`src/rtl/axi_sts_read_arbiter_pkg.sv`:
```
// Shared types and constants for the status-register read arbiter:
// arbiter state encoding, AXI response codes and the grant index width.
package axi_sts_arb_pkg;

  typedef enum logic [1:0] {
    IDLE = 2'd0,
    ADDR = 2'd1,
    DATA = 2'd2,
    ERR  = 2'd3
  } arb_state_t;

  localparam logic [1:0] RESP_OKAY   = 2'b00;
  localparam logic [1:0] RESP_SLVERR = 2'b10;

  // Bits needed to hold a master index; never below 1 so vectors stay legal.
  function automatic int grant_w(input int n);
    return (n > 1) ? $clog2(n) : 1;
  endfunction

endpackage

```
`src/rtl/axi_sts_read_arbiter_if.sv`:
```
// Read-channel bundle between the upstream masters, the arbiter and the
// shared status-register slave. s_* signals face the masters (one slice per
// master), m_* signals face the single slave.
interface axi_sts_read_arbiter_if #(
  parameter int NUM_MASTERS    = 4,
  parameter int AXI_DATA_WIDTH = 32,
  parameter int AXI_ADDR_WIDTH = 32
);

  logic [NUM_MASTERS*AXI_ADDR_WIDTH-1:0] s_axi_araddr;
  logic [NUM_MASTERS-1:0]                s_axi_arvalid;
  logic [NUM_MASTERS-1:0]                s_axi_arready;
  logic [NUM_MASTERS*AXI_DATA_WIDTH-1:0] s_axi_rdata;
  logic [NUM_MASTERS*2-1:0]              s_axi_rresp;
  logic [NUM_MASTERS-1:0]                s_axi_rvalid;
  logic [NUM_MASTERS-1:0]                s_axi_rready;

  logic [AXI_ADDR_WIDTH-1:0]             m_axi_araddr;
  logic                                  m_axi_arvalid;
  logic                                  m_axi_arready;
  logic [AXI_DATA_WIDTH-1:0]             m_axi_rdata;
  logic [1:0]                            m_axi_rresp;
  logic                                  m_axi_rvalid;
  logic                                  m_axi_rready;

  // View of the requesting masters.
  modport master (
    output s_axi_araddr, s_axi_arvalid, s_axi_rready,
    input  s_axi_arready, s_axi_rdata, s_axi_rresp, s_axi_rvalid
  );

  // View of the shared status-register slave.
  modport slave (
    input  m_axi_araddr, m_axi_arvalid, m_axi_rready,
    output m_axi_arready, m_axi_rdata, m_axi_rresp, m_axi_rvalid
  );

  // View of the arbiter sitting between the two.
  modport arbiter (
    input  s_axi_araddr, s_axi_arvalid, s_axi_rready,
    output s_axi_arready, s_axi_rdata, s_axi_rresp, s_axi_rvalid,
    output m_axi_araddr, m_axi_arvalid, m_axi_rready,
    input  m_axi_arready, m_axi_rdata, m_axi_rresp, m_axi_rvalid
  );

endinterface

```
`src/rtl/axi_sts_read_arbiter_rr_pick.sv`:
```
// Combinational round-robin selector: the first requester found when
// scanning upward from last_grant+1, wrapping past NUM_MASTERS-1 to 0.
module axi_sts_rr_pick
  import axi_sts_arb_pkg::*;
#(
  parameter int NUM_MASTERS = 4,
  parameter int GW          = grant_w(NUM_MASTERS)
) (
  input  logic [NUM_MASTERS-1:0] req,
  input  logic [GW-1:0]          last_grant,
  output logic [GW-1:0]          grant,
  output logic                   valid
);

  // Scan offsets 1..NUM_MASTERS; last_grant itself is considered last.
  always_comb begin
    grant = '0;
    valid = 1'b0;
    for (int off = 1; off <= NUM_MASTERS; off++) begin
      for (int j = 0; j < NUM_MASTERS; j++) begin
        if (!valid && req[j] && (((int'(last_grant) + off) % NUM_MASTERS) == j)) begin
          grant = GW'(j);
          valid = 1'b1;
        end
      end
    end
  end

endmodule

```
`src/rtl/axi_sts_read_arbiter.sv`:
```
// Round-robin arbiter sharing one AXI4-Lite read-only slave (status
// registers) among NUM_MASTERS read masters, one transaction at a time.
// Optional feature: define STS_ARB_TIMEOUT_EN to add a watchdog that
// answers SLVERR when the slave does not respond within TIMEOUT_CYCLES.
module axi_sts_read_arbiter
  import axi_sts_arb_pkg::*;
#(
  parameter int NUM_MASTERS    = 4,
  parameter int AXI_DATA_WIDTH = 32,
  parameter int AXI_ADDR_WIDTH = 32,
  parameter int TIMEOUT_CYCLES = 255
) (
  input  logic                   aclk,
  input  logic                   areset,
  axi_sts_read_arbiter_if.arbiter bus
);

  localparam int GW = grant_w(NUM_MASTERS);
  localparam int DW = AXI_DATA_WIDTH;
  localparam int AW = AXI_ADDR_WIDTH;

  arb_state_t    state_q, state_n;
  logic [GW-1:0] grant_q;
  logic [GW-1:0] last_grant_q;
  logic [AW-1:0] addr_q;

  logic [GW-1:0] pick_grant;
  logic          pick_vld;
  logic [AW-1:0] sel_addr;
  logic          gnt_rready;
  logic          txn_done;

  axi_sts_rr_pick #(
    .NUM_MASTERS (NUM_MASTERS),
    .GW          (GW)
  ) u_pick (
    .req        (bus.s_axi_arvalid),
    .last_grant (last_grant_q),
    .grant      (pick_grant),
    .valid      (pick_vld)
  );

  // Address of the master about to be granted, and rready of the current owner.
  always_comb begin
    sel_addr   = '0;
    gnt_rready = 1'b0;
    for (int i = 0; i < NUM_MASTERS; i++) begin
      if (GW'(i) == pick_grant) sel_addr = bus.s_axi_araddr[i*AW +: AW];
      if (GW'(i) == grant_q)    gnt_rready = bus.s_axi_rready[i];
    end
  end

`ifdef STS_ARB_TIMEOUT_EN
  localparam int CW = $clog2(TIMEOUT_CYCLES + 1);

  logic [CW-1:0] to_cnt_q;
  logic          to_hit;

  // Watchdog: cleared while idle (so it starts at zero on entry to ADDR),
  // counts every cycle spent waiting on the slave.
  always_ff @(posedge aclk) begin
    if (areset) begin
      to_cnt_q <= '0;
    end else if (state_q == IDLE) begin
      to_cnt_q <= '0;
    end else if (state_q == ADDR || state_q == DATA) begin
      to_cnt_q <= to_cnt_q + 1'b1;
    end
  end

  // True in the last allowed waiting cycle, so ERR is entered exactly
  // TIMEOUT_CYCLES cycles after ADDR was entered.
  assign to_hit = (to_cnt_q >= CW'(TIMEOUT_CYCLES - 1));
`endif

  // Next state and all bus outputs; non-granted slices stay at zero.
  always_comb begin
    state_n            = state_q;
    txn_done           = 1'b0;
    bus.m_axi_arvalid  = 1'b0;
    bus.m_axi_rready   = 1'b0;
    bus.s_axi_arready  = '0;
    bus.s_axi_rvalid   = '0;
    bus.s_axi_rdata    = '0;
    bus.s_axi_rresp    = '0;
    case (state_q)
      IDLE: begin
        if (pick_vld) state_n = ADDR;
      end
      ADDR: begin
        bus.m_axi_arvalid = 1'b1;
        for (int i = 0; i < NUM_MASTERS; i++) begin
          if (GW'(i) == grant_q) bus.s_axi_arready[i] = bus.m_axi_arready;
        end
        if (bus.m_axi_arready) begin
          state_n = DATA;
        end
`ifdef STS_ARB_TIMEOUT_EN
        else if (to_hit) begin
          state_n = ERR;
        end
`endif
      end
      DATA: begin
        bus.m_axi_rready = gnt_rready;
        for (int i = 0; i < NUM_MASTERS; i++) begin
          if (GW'(i) == grant_q) begin
            bus.s_axi_rvalid[i]         = bus.m_axi_rvalid;
            bus.s_axi_rdata[i*DW +: DW] = bus.m_axi_rdata;
            bus.s_axi_rresp[i*2 +: 2]   = bus.m_axi_rresp;
          end
        end
        if (bus.m_axi_rvalid && gnt_rready) begin
          state_n  = IDLE;
          txn_done = 1'b1;
        end
`ifdef STS_ARB_TIMEOUT_EN
        else if (to_hit) begin
          state_n = ERR;
        end
`endif
      end
`ifdef STS_ARB_TIMEOUT_EN
      ERR: begin
        // Keep rready high so a late slave response is drained, not replayed.
        bus.m_axi_rready = 1'b1;
        for (int i = 0; i < NUM_MASTERS; i++) begin
          if (GW'(i) == grant_q) begin
            bus.s_axi_rvalid[i]       = 1'b1;
            bus.s_axi_rresp[i*2 +: 2] = RESP_SLVERR;
          end
        end
        if (gnt_rready) begin
          state_n  = IDLE;
          txn_done = 1'b1;
        end
      end
`endif
      default: state_n = IDLE;
    endcase
  end

  assign bus.m_axi_araddr = addr_q;

  // State, grant and address registers; last_grant moves only on a
  // completed response so an aborted transaction does not shift priority.
  always_ff @(posedge aclk) begin
    if (areset) begin
      state_q      <= IDLE;
      grant_q      <= '0;
      last_grant_q <= GW'(NUM_MASTERS - 1);
      addr_q       <= '0;
    end else begin
      state_q <= state_n;
      if (state_q == IDLE && pick_vld) begin
        grant_q <= pick_grant;
        addr_q  <= sel_addr;
      end
      if (txn_done) last_grant_q <= grant_q;
    end
  end

endmodule

```
`src/flat_wrapper.sv`:
```
// flat-port wrapper written by rule: the top's interface ports become plain ports
module axi_sts_read_arbiter_flat import axi_sts_arb_pkg::*;
#(
  parameter int NUM_MASTERS    = 4,
  parameter int AXI_DATA_WIDTH = 32,
  parameter int AXI_ADDR_WIDTH = 32,
  parameter int TIMEOUT_CYCLES = 255
)
  (aclk, areset, bus_s_axi_araddr, bus_s_axi_arvalid, bus_s_axi_rready, bus_s_axi_arready, bus_s_axi_rdata, bus_s_axi_rresp, bus_s_axi_rvalid, bus_m_axi_araddr, bus_m_axi_arvalid, bus_m_axi_rready, bus_m_axi_arready, bus_m_axi_rdata, bus_m_axi_rresp, bus_m_axi_rvalid);
  axi_sts_read_arbiter_if #(.NUM_MASTERS(NUM_MASTERS), .AXI_DATA_WIDTH(AXI_DATA_WIDTH), .AXI_ADDR_WIDTH(AXI_ADDR_WIDTH)) bus_i ();
  input  logic aclk;
  input  logic areset;
  input wire logic [$bits(bus_i.s_axi_araddr)-1:0] bus_s_axi_araddr;
  input wire logic [$bits(bus_i.s_axi_arvalid)-1:0] bus_s_axi_arvalid;
  input wire logic [$bits(bus_i.s_axi_rready)-1:0] bus_s_axi_rready;
  output wire logic [$bits(bus_i.s_axi_arready)-1:0] bus_s_axi_arready;
  output wire logic [$bits(bus_i.s_axi_rdata)-1:0] bus_s_axi_rdata;
  output wire logic [$bits(bus_i.s_axi_rresp)-1:0] bus_s_axi_rresp;
  output wire logic [$bits(bus_i.s_axi_rvalid)-1:0] bus_s_axi_rvalid;
  output wire logic [$bits(bus_i.m_axi_araddr)-1:0] bus_m_axi_araddr;
  output wire logic [$bits(bus_i.m_axi_arvalid)-1:0] bus_m_axi_arvalid;
  output wire logic [$bits(bus_i.m_axi_rready)-1:0] bus_m_axi_rready;
  input wire logic [$bits(bus_i.m_axi_arready)-1:0] bus_m_axi_arready;
  input wire logic [$bits(bus_i.m_axi_rdata)-1:0] bus_m_axi_rdata;
  input wire logic [$bits(bus_i.m_axi_rresp)-1:0] bus_m_axi_rresp;
  input wire logic [$bits(bus_i.m_axi_rvalid)-1:0] bus_m_axi_rvalid;
  assign bus_i.s_axi_araddr = bus_s_axi_araddr;
  assign bus_i.s_axi_arvalid = bus_s_axi_arvalid;
  assign bus_i.s_axi_rready = bus_s_axi_rready;
  assign bus_s_axi_arready = bus_i.s_axi_arready;
  assign bus_s_axi_rdata = bus_i.s_axi_rdata;
  assign bus_s_axi_rresp = bus_i.s_axi_rresp;
  assign bus_s_axi_rvalid = bus_i.s_axi_rvalid;
  assign bus_m_axi_araddr = bus_i.m_axi_araddr;
  assign bus_m_axi_arvalid = bus_i.m_axi_arvalid;
  assign bus_m_axi_rready = bus_i.m_axi_rready;
  assign bus_i.m_axi_arready = bus_m_axi_arready;
  assign bus_i.m_axi_rdata = bus_m_axi_rdata;
  assign bus_i.m_axi_rresp = bus_m_axi_rresp;
  assign bus_i.m_axi_rvalid = bus_m_axi_rvalid;
  axi_sts_read_arbiter #(.NUM_MASTERS(NUM_MASTERS), .AXI_DATA_WIDTH(AXI_DATA_WIDTH), .AXI_ADDR_WIDTH(AXI_ADDR_WIDTH), .TIMEOUT_CYCLES(TIMEOUT_CYCLES)) u_core (.aclk(aclk), .areset(areset), .bus(bus_i));
endmodule
```
`config.mk`:
```
export PLATFORM = sky130hd
export DESIGN_NAME = axi_sts_read_arbiter_flat
export DESIGN_NICKNAME = d
export VERILOG_FILES = /design/src/rtl/axi_sts_read_arbiter_pkg.sv /design/src/rtl/axi_sts_read_arbiter_if.sv /design/src/rtl/axi_sts_read_arbiter_rr_pick.sv /design/src/rtl/axi_sts_read_arbiter.sv /design/src/flat_wrapper.sv
export SDC_FILE = /design/constraint.sdc
export NUM_CORES = 1
export LEC_CHECK = 0
export ABC_AREA = 1
export CORE_AREA = 2 2 138 140
export DETAILED_ROUTE_END_ITERATION = 6
export DIE_AREA = 0 0 140 142
export MAX_ROUTING_LAYER = met4
export PLACE_DENSITY_LB_ADDON = 0.15
export SYNTH_ARGS = -nofsm -noshare
export SYNTH_HDL_FRONTEND = slang
export SYNTH_SLANG_ARGS = --single-unit
```
`constraint.sdc`:
```
create_clock -name aclk -period 2.45 [get_ports aclk]
set_clock_uncertainty 0.05 [all_clocks]
set_input_delay 0.735 -clock aclk [delete_from_list [all_inputs] [get_ports aclk]]
set_output_delay 0.735 -clock aclk [all_outputs]
set_load 0.02 [all_outputs]
```
* Word level (Yosys, flattened, before mapping)
Cells that the tools add are included.
W data, S select, Z words.
** Storage, ports and cells
- Register bits :: 38
- Output and inout bits :: 178
- Word-level logic and storage cells :: 162
** Operators by class
- Add/subtract/negate cells :: 4
- Equality and inequality tests :: 23
- Multiplexer cells :: 67
- Bitwise logic cells :: 4
- Reductions and logical operators :: 60
** Operators by type and width (number)
- $mux W32 :: 8
- $logic_not A32 Y1 :: 4
- $mux W128 :: 1
- $mux W2 :: 21
- $logic_and A1 B1 Y1 :: 33
- $mux W1 :: 33
- $eq A3 B3 Y1 const B :: 8
- $logic_not A1 Y1 :: 15
- $eq A3 B2 Y1 const B :: 4
- $eq A2 B2 Y1 const A :: 4
- $mux W4 :: 2
- $mux W8 :: 1
- $reduce_or A2 Y1 :: 4
- $logic_not A2 Y1 :: 3
- $pmux W2 S3 :: 1
- $add A2 B1 Y2 const B :: 2
- $add A2 B2 Y2 const B :: 2
- $and A1 B1 Y1 const A :: 4
- $eq A1 B2 Y1 const A :: 2
- $ne A2 B1 Y1 const B :: 2
- $reduce_and A3 Y1 :: 1
- $eq A2 B1 Y1 const B :: 1
- $eq A2 B2 Y1 const B :: 1
- $ne A2 B2 Y1 const B :: 1

* Longest topological paths before layout
Gate-level depths: netlist of run 1.
- Word-level depth :: 71
- Gate-level depth with buffers :: 19
- Depth with buffers taken out :: 18

* Hierarchy
Synthesis of run 1 repeated with hierarchy kept, for this count alone.
** Unflattened totals
- Cells, all modules :: 572
- Area total of the unflattened synthesis :: 3171.8 sq um
** By module, submodules not included
- axi_sts_read_arbiter :: instances 1, cells each 511, area each 2874.0 sq um, sequential area each 760.7 sq um
- axi_sts_rr_pick :: instances 1, cells each 61, area each 297.8 sq um, sequential area each 0.0 sq um

* Least setup slack after synthesis of run 1
Ideal clock, no wire load.
- Path kind :: in2reg
- Start point :: input port bus_s_axi_arvalid[3]
- End point :: register u_core.addr_q[16], in the netlist u_core.bus.m_axi_araddr[16]
- Data arrival time :: 2.329 ns
- Required time :: 2.268 ns
- Slack :: -0.062 ns
- Stages on the path :: 18
- Cell sequence :: nand3_1 nand2_2 nor2_4 nand4_2 nor2_2 nand4_2 nor2_1 nand3_1 nand2_2 inv_2 nand2_2 buf_6 buf_4 nand3_1 nand2_1 inv_1 nand2_1 a21oi_1
** Between the ends
- Cells in the longest elaborated chain, start to end :: 56
- Elaborated cells between the ends (all ways) :: 73
** RTL lines
- start, declared :: line flat_wrapper.sv:14 : input wire logic [$bits(bus_i.s_axi_arvalid)-1:0] bus_s_axi_arvalid;
- $logic_and A1 B1 Y1 (2 in series) :: line axi_sts_read_arbiter_rr_pick.sv:21 : if (!valid && req[j] && (((int'(last_grant) + off) % NUM_MASTERS) == j)) begin
- $mux W1 :: line axi_sts_read_arbiter_rr_pick.sv:21
- $logic_not A1 Y1 :: line axi_sts_read_arbiter_rr_pick.sv:21
- $logic_and A1 B1 Y1 (2 in series) :: line axi_sts_read_arbiter_rr_pick.sv:21
- $mux W1 :: line axi_sts_read_arbiter_rr_pick.sv:21
- $logic_not A1 Y1 :: line axi_sts_read_arbiter_rr_pick.sv:21
- $logic_and A1 B1 Y1 (2 in series) :: line axi_sts_read_arbiter_rr_pick.sv:21
- $mux W1 :: line axi_sts_read_arbiter_rr_pick.sv:21
- (+32 left out)
- $logic_not A1 Y1 :: line axi_sts_read_arbiter_rr_pick.sv:21
- $logic_and A1 B1 Y1 (2 in series) :: line axi_sts_read_arbiter_rr_pick.sv:21
- $mux W1 :: line axi_sts_read_arbiter_rr_pick.sv:21
- $logic_not A1 Y1 :: line axi_sts_read_arbiter_rr_pick.sv:21
- $logic_and A1 B1 Y1 (2 in series) :: line axi_sts_read_arbiter_rr_pick.sv:21
- $mux W2 :: line axi_sts_read_arbiter_rr_pick.sv:21
- $logic_not A2 Y1 :: line axi_sts_read_arbiter.sv:48 : if (GW'(i) == pick_grant) sel_addr = bus.s_axi_araddr[i*AW +: AW];
- $mux W32 (4 in series) :: line axi_sts_read_arbiter.sv:48
- end signal, assigned :: line axi_sts_read_arbiter.sv:157 : addr_q <= sel_addr;
- end, declared :: line axi_sts_read_arbiter.sv:25 : logic [AW-1:0] addr_q;
Parallel ways exist; a longest one is shown, timed or not.
A chain may end at the register's enable or synchronous reset.

* Final worst setup path of run 1
- Start point :: input port bus_s_axi_arvalid[1]
- End point :: register u_core.addr_q[18], in the netlist u_core.bus.m_axi_araddr[18]
** Between the ends
- Cells in the longest elaborated chain, start to end :: 64
- Elaborated cells between the ends (all ways) :: 83
** RTL lines (line)
- $logic_and A1 B1 Y1 (2 in series) :: axi_sts_read_arbiter_rr_pick.sv:21
- $mux W1 :: axi_sts_read_arbiter_rr_pick.sv:21
- $logic_not A1 Y1 :: axi_sts_read_arbiter_rr_pick.sv:21
- $logic_and A1 B1 Y1 (2 in series) :: axi_sts_read_arbiter_rr_pick.sv:21
- $mux W1 :: axi_sts_read_arbiter_rr_pick.sv:21
- $logic_not A1 Y1 :: axi_sts_read_arbiter_rr_pick.sv:21
- $logic_and A1 B1 Y1 (2 in series) :: axi_sts_read_arbiter_rr_pick.sv:21
- $mux W1 :: axi_sts_read_arbiter_rr_pick.sv:21
- (+40 left out)
- $logic_not A1 Y1 :: axi_sts_read_arbiter_rr_pick.sv:21
- $logic_and A1 B1 Y1 (2 in series) :: axi_sts_read_arbiter_rr_pick.sv:21
- $mux W1 :: axi_sts_read_arbiter_rr_pick.sv:21
- $logic_not A1 Y1 :: axi_sts_read_arbiter_rr_pick.sv:21
- $logic_and A1 B1 Y1 (2 in series) :: axi_sts_read_arbiter_rr_pick.sv:21
- $mux W2 :: axi_sts_read_arbiter_rr_pick.sv:21
- $logic_not A2 Y1 :: axi_sts_read_arbiter.sv:48
- $mux W32 (4 in series) :: axi_sts_read_arbiter.sv:48
Parallel ways exist; a longest one is shown, timed or not.

==> results of run 1 <==
[how the worst max path moves through the flow]
stage,startpoint,depth (start not counted),slack [ns],to
after floorplan,bus_s_axi_arvalid[0],18,-0.05,u_core.bus.m_axi_araddr[3]$_SDFFE_PP0P_
after global placement,bus_s_axi_arvalid[1],19,-0.95,u_core.bus.m_axi_araddr[11]$_SDFFE_PP0P_
after detailed placement,bus_s_axi_arvalid[1],19,-0.94,u_core.bus.m_axi_araddr[11]$_SDFFE_PP0P_
after CTS,bus_s_axi_arvalid[2],18,-0.08,u_core.bus.m_axi_araddr[9]$_SDFFE_PP0P_
after global routing,bus_s_axi_arvalid[1],18,-0.19,u_core.bus.m_axi_araddr[28]$_SDFFE_PP0P_
final,bus_s_axi_arvalid[1],18,-0.01,u_core.bus.m_axi_araddr[18]$_SDFFE_PP0P_
[state kept, by name (all words and copies together) (netlist names)]
signal                   cells
u_core.state_q               2
u_core.grant_q               2
u_core.bus.m_axi_araddr     32
u_core.last_grant_q          2
[per-layer routing]
layer / global-route usage / vias up
met5: - / -
li1: - / 3101
met2: 0.353 / 213
met1: 0.295 / 2800
met3: 0.0353 / 17
met4: 0.0425 / 0
[kinds of logic (layout without fill, tap and decap cells)]
| kind of cell | after synthesis | count (layout) | share of synthesized area |
|---|---|---|---|
| AOI/OAI and AO/OA | 66 | 66 | 0.0906 |
| and+or+nand+nor | 479 | 479 | 0.557 |
| DFF | 38 | 38 | 0.203 |
| other | 0 | 1 | 0 |
| buffers and inverters | 125 | 528 | 0.149 |
[tightest hold or removal path, stage by stage, from the launching register on]
cell                      delay (ns)
sky130_fd_sc_hd__dfxtp_1        0.31
sky130_fd_sc_hd__nand2_1        0.06
sky130_fd_sc_hd__a21oi_1        0.05
[through the flow]
step,utilization,hold WS (ns)
finish,0.455,0.414
global route,0.455,0.433
CTS,0.453,0.416
detailed placement,0.436,0.408
global placement,0.436,0.401
floorplan,-,0.453
[layout make-up]
type / instances / area, um2
antenna: 1 / 2.50
clock buffer: 6 / 139
clock inverter: 2 / 60.1
fill: 1989 / 10100
inverter: 71 / 277
multi-input combinational: 545 / 2900
sequential: 38 / 769
tap: 234 / 293
timing repair buffer: 449 / 3960
[cell usage in the layout, fill, tap and decap left out, types with 6 or more instances in the layout]
cell,Yosys,final
sky130_fd_sc_hd__clkdlybuf4s50_1,0,196
sky130_fd_sc_hd__nor2_1,177,160
sky130_fd_sc_hd__nand2_1,150,130
sky130_fd_sc_hd__buf_2,13,130
sky130_fd_sc_hd__buf_4,5,78
sky130_fd_sc_hd__inv_1,67,60
sky130_fd_sc_hd__nand3_1,87,55
sky130_fd_sc_hd__nand4_1,51,51
sky130_fd_sc_hd__dfxtp_1,38,35
sky130_fd_sc_hd__nand3_2,0,27
sky130_fd_sc_hd__a21oi_1,28,20
sky130_fd_sc_hd__buf_12,0,19
sky130_fd_sc_hd__nand2_2,3,18
sky130_fd_sc_hd__o21ai_0,21,15
sky130_fd_sc_hd__nor2_2,2,14
sky130_fd_sc_hd__o21ai_2,0,12
sky130_fd_sc_hd__buf_6,7,11
sky130_fd_sc_hd__inv_2,4,8
sky130_fd_sc_hd__o21ai_1,14,8
sky130_fd_sc_hd__a21oi_2,0,8
sky130_fd_sc_hd__clkbuf_16,0,8
sky130_fd_sc_hd__nor2_4,1,6
[what timing repair did]
action / CTS / global route
buffers inserted: 11 / 7
resized for setup: 610 / 150
cloned: 6 / 3
setup endpoints to repair: 179 / 105
pin swaps: 48 / 41
[power breakdown]
part | leakage (nW) | internal [mW] | switching (mW)
sequential | 0.314 | 0.700 | 0.0519
clock | 0.0971 | 0.613 | 0.298
combinational | 3.56 | 0.903 | 0.968
==> implementation parameters, run 1 <==
Parameter                              Value

Run status
  Result of the run ... complete, but fails checks
  Violated checks ... design-rule violations, negative setup slack

CTS
  Clock-pin transition on the worst setup and hold timing paths ... 0.06 ns
  Clock tree from TritonCTS ... yes
  Clk root buf ... sky130_fd_sc_hd__clkbuf_16
  Bufs on Longest Clock Path ... 2
  CTS Hold Bufs ... 0
  H-tree depth ... 2
  Number of clock sinks ... 38
  Clock latency on the worst-skew pair ... 0.29 ns
  Number of buffers created by CTS ... 5

Synthesis
  Area share of the largest cell type after synthesis ... 0.203
  Syn. warnings ... 0
  Post-synth net total ... 882
  Synth Instances ... 708
  Commonest register cell after synthesis ... sky130_fd_sc_hd__dfxtp_1
  Sequential element share of the synthesized area ... 0.203
  Post-synthesis sequential element count ... 38
  FFs w/ async S/R, synth ... 0
  Post-synthesis cell type with the largest combined area ... sky130_fd_sc_hd__dfxtp_1
  Post-synth top cells ... 177 x sky130_fd_sc_hd__nor2_1, 150 x sky130_fd_sc_hd__nand2_1, 87 x sky130_fd_sc_hd__nand3_1
  Cell types with the largest area share after synthesis ... sky130_fd_sc_hd__dfxtp_1 20%, sky130_fd_sc_hd__nor2_1 18%, sky130_fd_sc_hd__nand2_1 15%, sky130_fd_sc_hd__nand3_1 12%, sky130_fd_sc_hd__nand4_1 8.5%
  Average cell area after synthesis ... 5.29 um2
  EDFF count, synth ... 0
  Post-synth cell types ... 24
  Post-Synthesis Cell Area ... 0.00374 mm2
  Top-count cell post-synth ... sky130_fd_sc_hd__nor2_1

Setup path
  CP required ... 2.57 ns
  Crit path DAT ... 2.58 ns
  CP max stage delay ... 0.19 ns
  Buffer and inverter count on the worst path ... 5
  Cell-by-cell listing of the critical path ... buf_8 -> nand2_4 -> nand2_4 -> nor2_4 -> nand4_4 -> nor2_2 -> nand4_2 -> nor3_2 -> nand4_1 -> buf_4 -> nand2_8 -> buf_12 -> clkbuf_16 -> nand3_2 -> nand2_1 -> inv_1 -> nand2_1 -> a21oi_1
  Crit Path Class ... primary input to register
  Worst reg2reg path depth ... 19
  CP max stage cell ... sky130_fd_sc_hd__buf_4
  Maximum net fanout on the critical path ... 7
  Reg-to-reg critical path startpoint ... u_core.last_grant_q[0]$_SDFFE_PP1P_
  Kind of cell with the highest combined delay on the critical path ... simple AND/OR/NAND/NOR gates
  Flop-to-flop setup slack ... -0.01 ns
  Kind of start point of the critical path ... primary input
  Crit. End Element ... register
  End of the worst register-to-register path ... u_core.bus.m_axi_araddr[2]$_SDFFE_PP0P_

Min path
  Beginning of the worst hold path ... u_core.bus.m_axi_araddr[19]$_SDFFE_PP0P_
  Worst min-delay path category ... register to register
  Hold depth ... 2
  Hold EP ... u_core.bus.m_axi_araddr[19]$_SDFFE_PP0P_

Die
  Floorplan die width ... 140 um
  Number of placed I/O pins ... 352
  Initial standard-cell utilization of the core ... 0.203
  Rows ... 50
  Die height ... 142 um
  Placeable Area ... 0.0185 mm2
  Total Die Area ... 0.0199 mm2

Power and ir drop
  Largest vdd supply drop ... 301 uV
  Total power ... 3.53 mW
  Power Density ... 421 mW/mm2
  Static leakage power ... 3.97 nW

Timing
  Max transition margin ... 0.669
  Transition time at the pin with the least slew margin ... 0.497 ns
  Share of the cycle needed by the critical path after routing ... 1.00
  Setup repair after global routing missed its margin ... yes
  Number of endpoints failing setup at the final stage ... 5
  Post-route setup TNS ... -0.0269 ns
  Fmax achieved ... 0.407 GHz
  Pins Over Slew Limit ... 0
  Time the worst path needs with I/O delays and setup ... 2.46 ns
  Final count of hold timing violations ... 0
  PnR worst setup slack ... -0.00976 ns

Placement
  Worst setup timing slack at the placement stage ... -0.944 ns
  Final HPWL DP ... 16500 um
  Weighted congestion at the end of routability-driven global placement ... 0.834
  Cell count after placement ... 1313
  Cell Area, Placed ... 0.00806 mm2
  Number of port buffers ... 351

Finish
  Post-route non-filler standard cell count ... 1346
  Final layout net count ... 1284
  Synthesis-to-finish area growth ... 124%
  Layout cell share with drive strength beyond 1 ... 0.336
  Post-layout instance area ... 0.00840 mm2

Drt
  Post-detailed-route DRC marker count ... 20
  Top layer used by detailed routing ... met4
  DR iter-0 viols ... 388
  Average wire per cell in the routed design ... 17.0 um
  Length of routed met2 wiring ... 11000 um
  Total wire length ... 22900 um
  Length of routed wiring on met1 ... 10200 um
  Count of TritonRoute iterations in the first routing pass ... 7
  Routed via count divided by cell count ... 4.55
  WL met3 ... 1280 um
  Post-route antenna net violation count ... 0
  Vias after detailed routing ... 6131

GRT
  Number of global-route vias before repair ... 5596
  Maximum number of pins on one net before global-route repair ... 47
  First-pass GRT wire length ... 33400 um
  Combined global-route utilization of all metal layers ... 0.220
  Number of antenna violations at the first check in global routing ... 1
  Grt ovf ... 0

Job
  Max-Cap Viols ... 0
No activity file was read; power rests on OpenSTA's default activity.
==> inputs of run 2 (changes only) <==
--- a/config.mk
+++ b/config.mk
@@ -6,9 +6,10 @@
 export NUM_CORES = 1
 export LEC_CHECK = 0
 export ABC_AREA = 1
-export CORE_AREA = 2 2 138 140
+export CORE_AREA = 2 2 139 141
+export CTS_CLUSTER_DIAMETER = 100
 export DETAILED_ROUTE_END_ITERATION = 6
-export DIE_AREA = 0 0 140 142
+export DIE_AREA = 0 0 141 143
 export MAX_ROUTING_LAYER = met4
 export PLACE_DENSITY_LB_ADDON = 0.15
 export SYNTH_ARGS = -nofsm -noshare
==> constraint.sdc (replaced) <==
create_clock -name aclk -period 2.3 [get_ports aclk]
set_clock_uncertainty 0.05 [all_clocks]
set_input_delay 0.69 -clock aclk [delete_from_list [all_inputs] [get_ports aclk]]
set_output_delay 0.69 -clock aclk [all_outputs]
set_load 0.02 [all_outputs]
==> run 2 against run 1 <==
Compared with the run above: the run ends with negative setup slack left; global-route usage is 0.52 points higher; utilization is 4.8 points higher; register-to-register slack worse by 0.13 ns; highest routed layer unchanged; combinational power is 17% higher; sequential power is 6.8% higher; die area is 1.4% higher; clock-buffer cell count stayed put; clock power is 4.1% higher; sequential share of layout area is 0.91 points lower; via count is 1.6% higher.
==> implementation parameters, run 2 (same netlist as run 1, synthesis figures left out) <==
Parameter                              Value

Timing
  Transition time at the pin with the least slew margin ... 0.419 ns
  Hold slack final ... 0.409 ns
  Setup repair after global routing missed its margin ... yes
  Share of the cycle needed by the critical path after routing ... 1.06
  Fmax achieved ... 0.410 GHz
  Time the worst path needs with I/O delays and setup ... 2.44 ns
  Number of endpoints failing setup at the final stage ... 31
  PnR worst setup slack ... -0.139 ns
  Max transition margin ... 0.720
  Pins Over Slew Limit ... 0
  Final count of hold timing violations ... 0

Drt
  Count of TritonRoute iterations in the first routing pass ... 4
  Total wire length ... 24100 um
  Routed via count divided by cell count ... 4.62
  Post-detailed-route DRC marker count ... 0
  Post-route antenna net violation count ... 0
  Vias after detailed routing ... 6229
  Average wire per cell in the routed design ... 17.9 um
  DR iter-0 viols ... 278

CTS
  Clock-pin transition on the worst setup and hold timing paths ... 0.06 ns
  Number of clock sinks ... 38
  Clk root buf ... sky130_fd_sc_hd__clkbuf_16
  Number of buffers created by CTS ... 5
  Bufs on Longest Clock Path ... 2
  Clock latency on the worst-skew pair ... 0.29 ns
  H-tree depth ... 2
  Clock tree from TritonCTS ... yes

Placement
  Cell count after placement ... 1302
  Cell Area, Placed ... 0.00795 mm2
  Weighted congestion at the end of routability-driven global placement ... 0.895
  Final HPWL DP ... 16800 um
  Number of port buffers ... 351

Setup path
  Maximum net fanout on the critical path ... 8
  Flop-to-flop setup slack ... -0.14 ns
  Kind of start point of the critical path ... register
  Reg-to-reg critical path startpoint ... u_core.last_grant_q[1]$_SDFFE_PP1P_
  CP required ... 2.48 ns
  Crit Path Class ... register to register
  Crit path DAT ... 2.62 ns
  Critical path startpoint ... u_core.last_grant_q[1]$_SDFFE_PP1P_
  Crit. End Element ... register

Min path
  Worst min-delay path category ... register to register
  Beginning of the worst hold path ... u_core.bus.m_axi_araddr[8]$_SDFFE_PP0P_

Finish
  Synthesis-to-finish area growth ... 150%
  Layout cell share with drive strength beyond 1 ... 0.397
  Post-layout instance area ... 0.00935 mm2
  Final layout net count ... 1285
  Max reg flops ... 32
  Most common cell after layout, fill and taps aside ... sky130_fd_sc_hd__clkdlybuf4s50_1
  Fill cell instance count of the final layout ... 1833
  Most frequent cells in the layout ... 188 x sky130_fd_sc_hd__clkdlybuf4s50_1, 131 x sky130_fd_sc_hd__buf_4, 105 x sky130_fd_sc_hd__nor2_1, 104 x sky130_fd_sc_hd__nand2_1, 61 x sky130_fd_sc_hd__inv_1
  Post-route non-filler standard cell count ... 1349

Power and ir drop
  Switching fraction of total power ... 0.377
  Clock group share of total power ... 0.241
  Largest vdd supply drop ... 286 uV
  Net switching power of the design ... 1.48 mW
  Sequential Power Share ... 0.204
  Static leakage power ... 4.26 nW
  Power Density ... 421 mW/mm2
  Internal power ... 2.45 mW
  Combinational share of power ... 0.555

Die
  Placeable Area ... 0.0186 mm2
  Total Die Area ... 0.0202 mm2
  Rows ... 50
  Die height ... 143 um
  Floorplan die width ... 141 um
  Initial standard-cell utilization of the core ... 0.201
  Number of placed I/O pins ... 352

GRT
  Number of antenna violations at the first check in global routing ... 3
  Maximum number of pins on one net before global-route repair ... 44
  Combined global-route utilization of all metal layers ... 0.225
  First-pass GRT wire length ... 34500 um
  Grt ovf ... 0
  Number of global-route vias before repair ... 5808

Run status
  Violated checks ... negative setup slack
  Result of the run ... complete, but fails checks

Job
  Max-Cap Viols ... 0
==> run 2: cell types whose count changed in the layout (fill, tap and decap cells not counted), sizes merged, moves of 2 or more <==
cell,change
dlygate4sd2,+2
clkdlybuf4s50,-8
dlymetal6s2s,+6
diode,+2
==> run 2: metal layers <==
| layer | wire length (um) | vias to the layer above | share of wire | GRT usage |
|---|---|---|---|---|
| met3 | 1310 | 22 | 0.054 | 0.0469 |
| met5 | 0 | - | 0 | - |
| met2 | 12100 | 217 | 0.50 | 0.375 |
| met4 | 330 | 0 | 0.014 | 0.0432 |
| li1 | - | 3110 | - | - |
| met1 | 10400 | 2880 | 0.43 | 0.284 |
==> run 2: critical path, stage by stage (launching register included) <==
cell and delay, ns:
sky130_fd_sc_hd__dfxtp_4 0.37, sky130_fd_sc_hd__buf_6 0.12, sky130_fd_sc_hd__nand3_4 0.09, sky130_fd_sc_hd__nand2_4 0.09, sky130_fd_sc_hd__nor2_4 0.05, sky130_fd_sc_hd__buf_4 0.13, sky130_fd_sc_hd__nand4_1 0.06, sky130_fd_sc_hd__nand3_1 0.07
sky130_fd_sc_hd__nor2_1 0.11, sky130_fd_sc_hd__nand2_1 0.07, sky130_fd_sc_hd__nor2_2 0.11, sky130_fd_sc_hd__nand2_2 0.09, sky130_fd_sc_hd__inv_4 0.09, sky130_fd_sc_hd__nand2_8 0.07, sky130_fd_sc_hd__buf_12 0.14, sky130_fd_sc_hd__buf_12 0.14
sky130_fd_sc_hd__nor2_4 0.23, sky130_fd_sc_hd__nand2_1 0.12, sky130_fd_sc_hd__nand3_2 0.08, sky130_fd_sc_hd__nor2_1 0.04, sky130_fd_sc_hd__nor2_1 0.08
==> run 2: repair_timing <==
| item | 4_1_cts | 5_1_grt |
|---|---|---|
| pin swaps | 48 | 36 |
| hold endpoints to repair | 0 | 0 |
| gates resized for setup | 737 | 298 |
| buffers inserted | 15 | 7 |
| endpoints found under the setup margin | 181 | 160 |
| hold buffers | 0 | 0 |
| gates cloned | 9 | 6 |
==> run 2: power groups by stage <==
stage	combinational, mW	clock (mW)	sequential (mW)
floorplan	0.742	0	0.902
global placement	1.72	0	0.814
detailed placement	1.72	0	0.815
CTS	1.97	0.970	0.803
global route	2.34	0.993	0.815
finish	2.18	0.948	0.803
==> run 2: final timing paths <==
check                                             to  depth (start not counted)
max reg2reg  u_core.bus.m_axi_araddr[3]$_SDFFE_PP0P_                         20
min reg2reg  u_core.bus.m_axi_araddr[8]$_SDFFE_PP0P_                          2
max          u_core.bus.m_axi_araddr[3]$_SDFFE_PP0P_                         20
min          u_core.bus.m_axi_araddr[8]$_SDFFE_PP0P_                          2
==> run 2: stage by stage <==
stage,setup WS [ns],power [mW],setup TNS (ns),utilization
after floorplan,-0.152,1.64,-4.22,-
after global placement,-0.911,2.54,-89.15,0.428
after detailed placement,-0.963,2.54,-91.57,0.428
after CTS,-0.0952,3.74,-1.78,0.441
after global routing,-0.246,4.15,-7.78,0.503
final,-0.139,3.93,-1.66,0.503
==> run 2: area by class of cell <==
class / count / area [um2] / share of cell area
timing repair buffer: 449 / 4470 / 0.478
multi-input combinational: 545 / 3330 / 0.356
sequential: 38 / 772 / 0.0826
tap: 234 / 293 / 0.0313
inverter: 71 / 279 / 0.0298
clock buffer: 6 / 139 / 0.0149
clock inverter: 2 / 60.1 / 0.00642
timing repair inverter: 1 / 8.76 / 0.000937
antenna: 3 / 7.51 / 0.000803
==> inputs of run 3 (changes only) <==
--- a/config.mk
+++ b/config.mk
@@ -5,13 +5,13 @@
 export SDC_FILE = /design/constraint.sdc
 export NUM_CORES = 1
 export LEC_CHECK = 0
-export ABC_AREA = 1
-export CORE_AREA = 2 2 139 141
+export CORE_AREA = 2 2 138 140
 export CTS_CLUSTER_DIAMETER = 100
 export DETAILED_ROUTE_END_ITERATION = 6
-export DIE_AREA = 0 0 141 143
+export DIE_AREA = 0 0 140 142
 export MAX_ROUTING_LAYER = met4
 export PLACE_DENSITY_LB_ADDON = 0.15
+export REMOVE_ABC_BUFFERS = 1
 export SYNTH_ARGS = -nofsm -noshare
 export SYNTH_HDL_FRONTEND = slang
 export SYNTH_SLANG_ARGS = --single-unit
==> run 3 against run 2 <==
Compared with the run above: the run ends with design-rule violations, negative setup slack left; first-iteration DRC count rose by 5.0%; global-route usage up 0.47 points; sequential share of layout area increased by 0.72 points; maximum frequency increased by 3.7%; worst hold slack better by 0.018 ns; non-clock buffer count is 16 lower; final cell count fell by 12%; highest routed layer unchanged.
==> implementation parameters, run 3 <==
Parameter                              Value

CTS
  H-tree depth ... 2
  CTS Hold Bufs ... 0
  Clock tree from TritonCTS ... yes
  Number of buffers created by CTS ... 5
  Clock latency on the worst-skew pair ... 0.28 ns
  Number of clock sinks ... 38
  Bufs on Longest Clock Path ... 2
  Clock-pin transition on the worst setup and hold timing paths ... 0.06 ns
  Clk root buf ... sky130_fd_sc_hd__clkbuf_16

Die
  Floorplan die width ... 140 um
  Number of placed I/O pins ... 352
  Total Die Area ... 0.0199 mm2
  Rows ... 50
  Placeable Area ... 0.0185 mm2
  Initial standard-cell utilization of the core ... 0.201
  Die height ... 142 um

Placement
  Number of port buffers ... 351
  Final HPWL DP ... 17200 um
  Weighted congestion at the end of routability-driven global placement ... 0.915
  Cell Area, Placed ... 0.00796 mm2

Run status
  Violated checks ... design-rule violations, negative setup slack
  Result of the run ... complete, but fails checks

Finish
  Synthesis-to-finish area growth ... 129%
  Layout cell share with drive strength beyond 1 ... 0.357
  Final layout net count ... 1131
  Final cell utilization of the core ... 0.461
  Most common cell after layout, fill and taps aside ... sky130_fd_sc_hd__clkdlybuf4s50_1
  Storage element area ... 763 um2
  Area occupied by multi-input gates ... 0.00290 mm2
  Fill cell instance count of the final layout ... 1902
  Post-layout instance area ... 0.00850 mm2
  Max reg flops ... 32
  Most frequent cells in the layout ... 178 x sky130_fd_sc_hd__clkdlybuf4s50_1, 122 x sky130_fd_sc_hd__buf_4, 81 x sky130_fd_sc_hd__nor2_1, 62 x sky130_fd_sc_hd__o21ai_0, 39 x sky130_fd_sc_hd__buf_6

Synthesis
  Area share of the largest cell type after synthesis ... 0.205
  Synth Instances ... 578
  EDFF count, synth ... 0
  Post-synth cell types ... 45
  Post-Synthesis Cell Area ... 0.00371 mm2
  Cell types with the largest area share after synthesis ... sky130_fd_sc_hd__dfxtp_1 21%, sky130_fd_sc_hd__nor2_1 12%, sky130_fd_sc_hd__o21ai_0 8.5%, sky130_fd_sc_hd__nand2_1 7.0%, sky130_fd_sc_hd__and2_1 6.4%
  Average cell area after synthesis ... 6.42 um2
  Post-synthesis cell type with the largest combined area ... sky130_fd_sc_hd__dfxtp_1
  Sequential element share of the synthesized area ... 0.205
  Post-synthesis sequential element count ... 38
  Top-count cell post-synth ... sky130_fd_sc_hd__nor2_1
  Post-synth top cells ... 114 x sky130_fd_sc_hd__nor2_1, 69 x sky130_fd_sc_hd__nand2_1, 63 x sky130_fd_sc_hd__o21ai_0
  FFs w/ async S/R, synth ... 0
  Syn. warnings ... 0
  Commonest register cell after synthesis ... sky130_fd_sc_hd__dfxtp_1

Power and ir drop
  Combinational share of power ... 0.489
  Sequential Power Share ... 0.251
  Net switching power of the design ... 1.10 mW
  Internal power ... 2.03 mW
  Switching fraction of total power ... 0.352
  Static leakage power ... 3.65 nW
  Largest vdd supply drop ... 271 uV
  Power Density ... 369 mW/mm2
  Clock group share of total power ... 0.261

Timing
  Share of the cycle needed by the critical path after routing ... 1.02
  Hold slack final ... 0.428 ns
  Time the worst path needs with I/O delays and setup ... 2.35 ns
  Number of endpoints failing setup at the final stage ... 17
  Pins Over Slew Limit ... 0
  Setup repair after global routing missed its margin ... yes
  Transition time at the pin with the least slew margin ... 0.466 ns
  Max transition margin ... 0.689
  Post-route setup TNS ... -0.497 ns
  Fmax achieved ... 0.425 GHz
  Final count of hold timing violations ... 0
  PnR worst setup slack ... -0.0519 ns

GRT
  Maximum number of pins on one net before global-route repair ... 38
  Number of global-route vias before repair ... 5499
  Number of antenna violations at the first check in global routing ... 1
  Grt ovf ... 0
  Combined global-route utilization of all metal layers ... 0.229
  First-pass GRT wire length ... 34100 um

Min path
  Worst min-delay path category ... register to register

Drt
  Post-detailed-route DRC marker count ... 25
  Average wire per cell in the routed design ... 19.7 um
  Routed via count divided by cell count ... 4.85
  Vias after detailed routing ... 5792
  DR iter-0 viols ... 292
  Count of TritonRoute iterations in the first routing pass ... 7
  Post-route antenna net violation count ... 0
  Total wire length ... 23500 um

Setup path
  Kind of start point of the critical path ... register
  CP required ... 1.56 ns
  Crit Path Class ... register to output port
  Crit path DAT ... 1.61 ns
  Flop-to-flop setup slack ... 0.28 ns
  Maximum net fanout on the critical path ... 6
  Crit. End Element ... output port

Job
  Max-Cap Viols ... 0
==> run 3: changes by cell type in the layout (fill, tap and decap cells not counted), moves of 24 or more <==
cell / previous run / this run
sky130_fd_sc_hd__nor2_1: 105 / 81
sky130_fd_sc_hd__inv_1: 61 / 3
sky130_fd_sc_hd__nand2_1: 104 / 35
sky130_fd_sc_hd__nand4_1: 51 / 0
sky130_fd_sc_hd__and2_4: 0 / 24
sky130_fd_sc_hd__nand3_2: 30 / 0
sky130_fd_sc_hd__o21ai_0: 12 / 62
sky130_fd_sc_hd__o21a_1: 0 / 24
==> run 3: stage by stage <==
stage | instances | power (mW) | worst slack [ns]
after global routing | 1193 | 3.31 | -0.105
after global placement | 1166 | 2.24 | -0.689
after CTS | 1183 | 3.12 | -0.0923
final | 1193 | 3.13 | -0.0519
after detailed placement | 1166 | 2.24 | -0.696
after floorplan | 517 | 1.34 | -1.03
==> run 3: critical path, cell delays in order, from the launching register on <==
cell,delay [ns]
sky130_fd_sc_hd__dfxtp_2,0.32
sky130_fd_sc_hd__nor2b_4,0.14
sky130_fd_sc_hd__and3b_2,0.32
sky130_fd_sc_hd__buf_12,0.14
sky130_fd_sc_hd__clkbuf_16,0.14
sky130_fd_sc_hd__and2_4,0.14
sky130_fd_sc_hd__buf_6,0.12
==> run 3: path summary, 6_finish.rpt <==
kind,start,end,cells past startpoint
setup reg to reg,u_core.last_grant_q[1]$_SDFFE_PP1P_,u_core.bus.m_axi_araddr[10]$_SDFFE_PP0P_,6
setup / recovery,u_core.state_q[1]$_SDFFE_PP0P_,bus_s_axi_rdata[78],6
hold reg to reg,u_core.bus.m_axi_araddr[10]$_SDFFE_PP0P_,u_core.bus.m_axi_araddr[10]$_SDFFE_PP0P_,1
hold / removal,u_core.bus.m_axi_araddr[10]$_SDFFE_PP0P_,u_core.bus.m_axi_araddr[10]$_SDFFE_PP0P_,1
==> run 3: power by group through the flow <==
stage / sequential [mW] / clock (mW) / combinational [mW]
global placement: 0.796 / 0 / 1.45
global route: 0.795 / 0.871 / 1.64
finish: 0.786 / 0.816 / 1.53
detailed placement: 0.797 / 0 / 1.44
CTS: 0.785 / 0.847 / 1.48
floorplan: 0.870 / 0 / 0.469
==> run 3: cells by family (layout without fill, tap and decap cells) <==
| family | Yosys count | after routing | synth area share |
|---|---|---|---|
| mux | 4 | 4 | 0.0142 |
| simple gates | 271 | 271 | 0.327 |
| buf+inv | 64 | 444 | 0.0927 |
| compound gates | 201 | 201 | 0.361 |
| flops | 38 | 38 | 0.205 |
| other cells | 0 | 1 | 0 |
==> run 3: layout make-up <==
cell class,instances,share of cell area
repair buffers,433,0.514
multi-input cells,476,0.341
flip-flops and latches,38,0.0898
well taps,234,0.0344
clock buffers,5,0.0147
clock inverters,3,0.00471
inverters,3,0.00132
diodes,1,0.000294
==> run 3: per-layer routing <==
metal | up-vias | global-route usage | wire [um] | share of wire
li1 | 2795 | - | - | -
met1 | 2693 | 0.277 | 9260 | 0.39
met2 | 283 | 0.379 | 11500 | 0.49
met3 | 21 | 0.0656 | 2320 | 0.099
met4 | 0 | 0.0579 | 444 | 0.019
met5 | - | - | 0 | 0
==> run 3: what timing repair did <==
item	CTS	global route
pin swaps	9	28
setup buffers	4	7
cloned	5	2
endpoints found under the setup margin	176	137
resized for setup	615	208
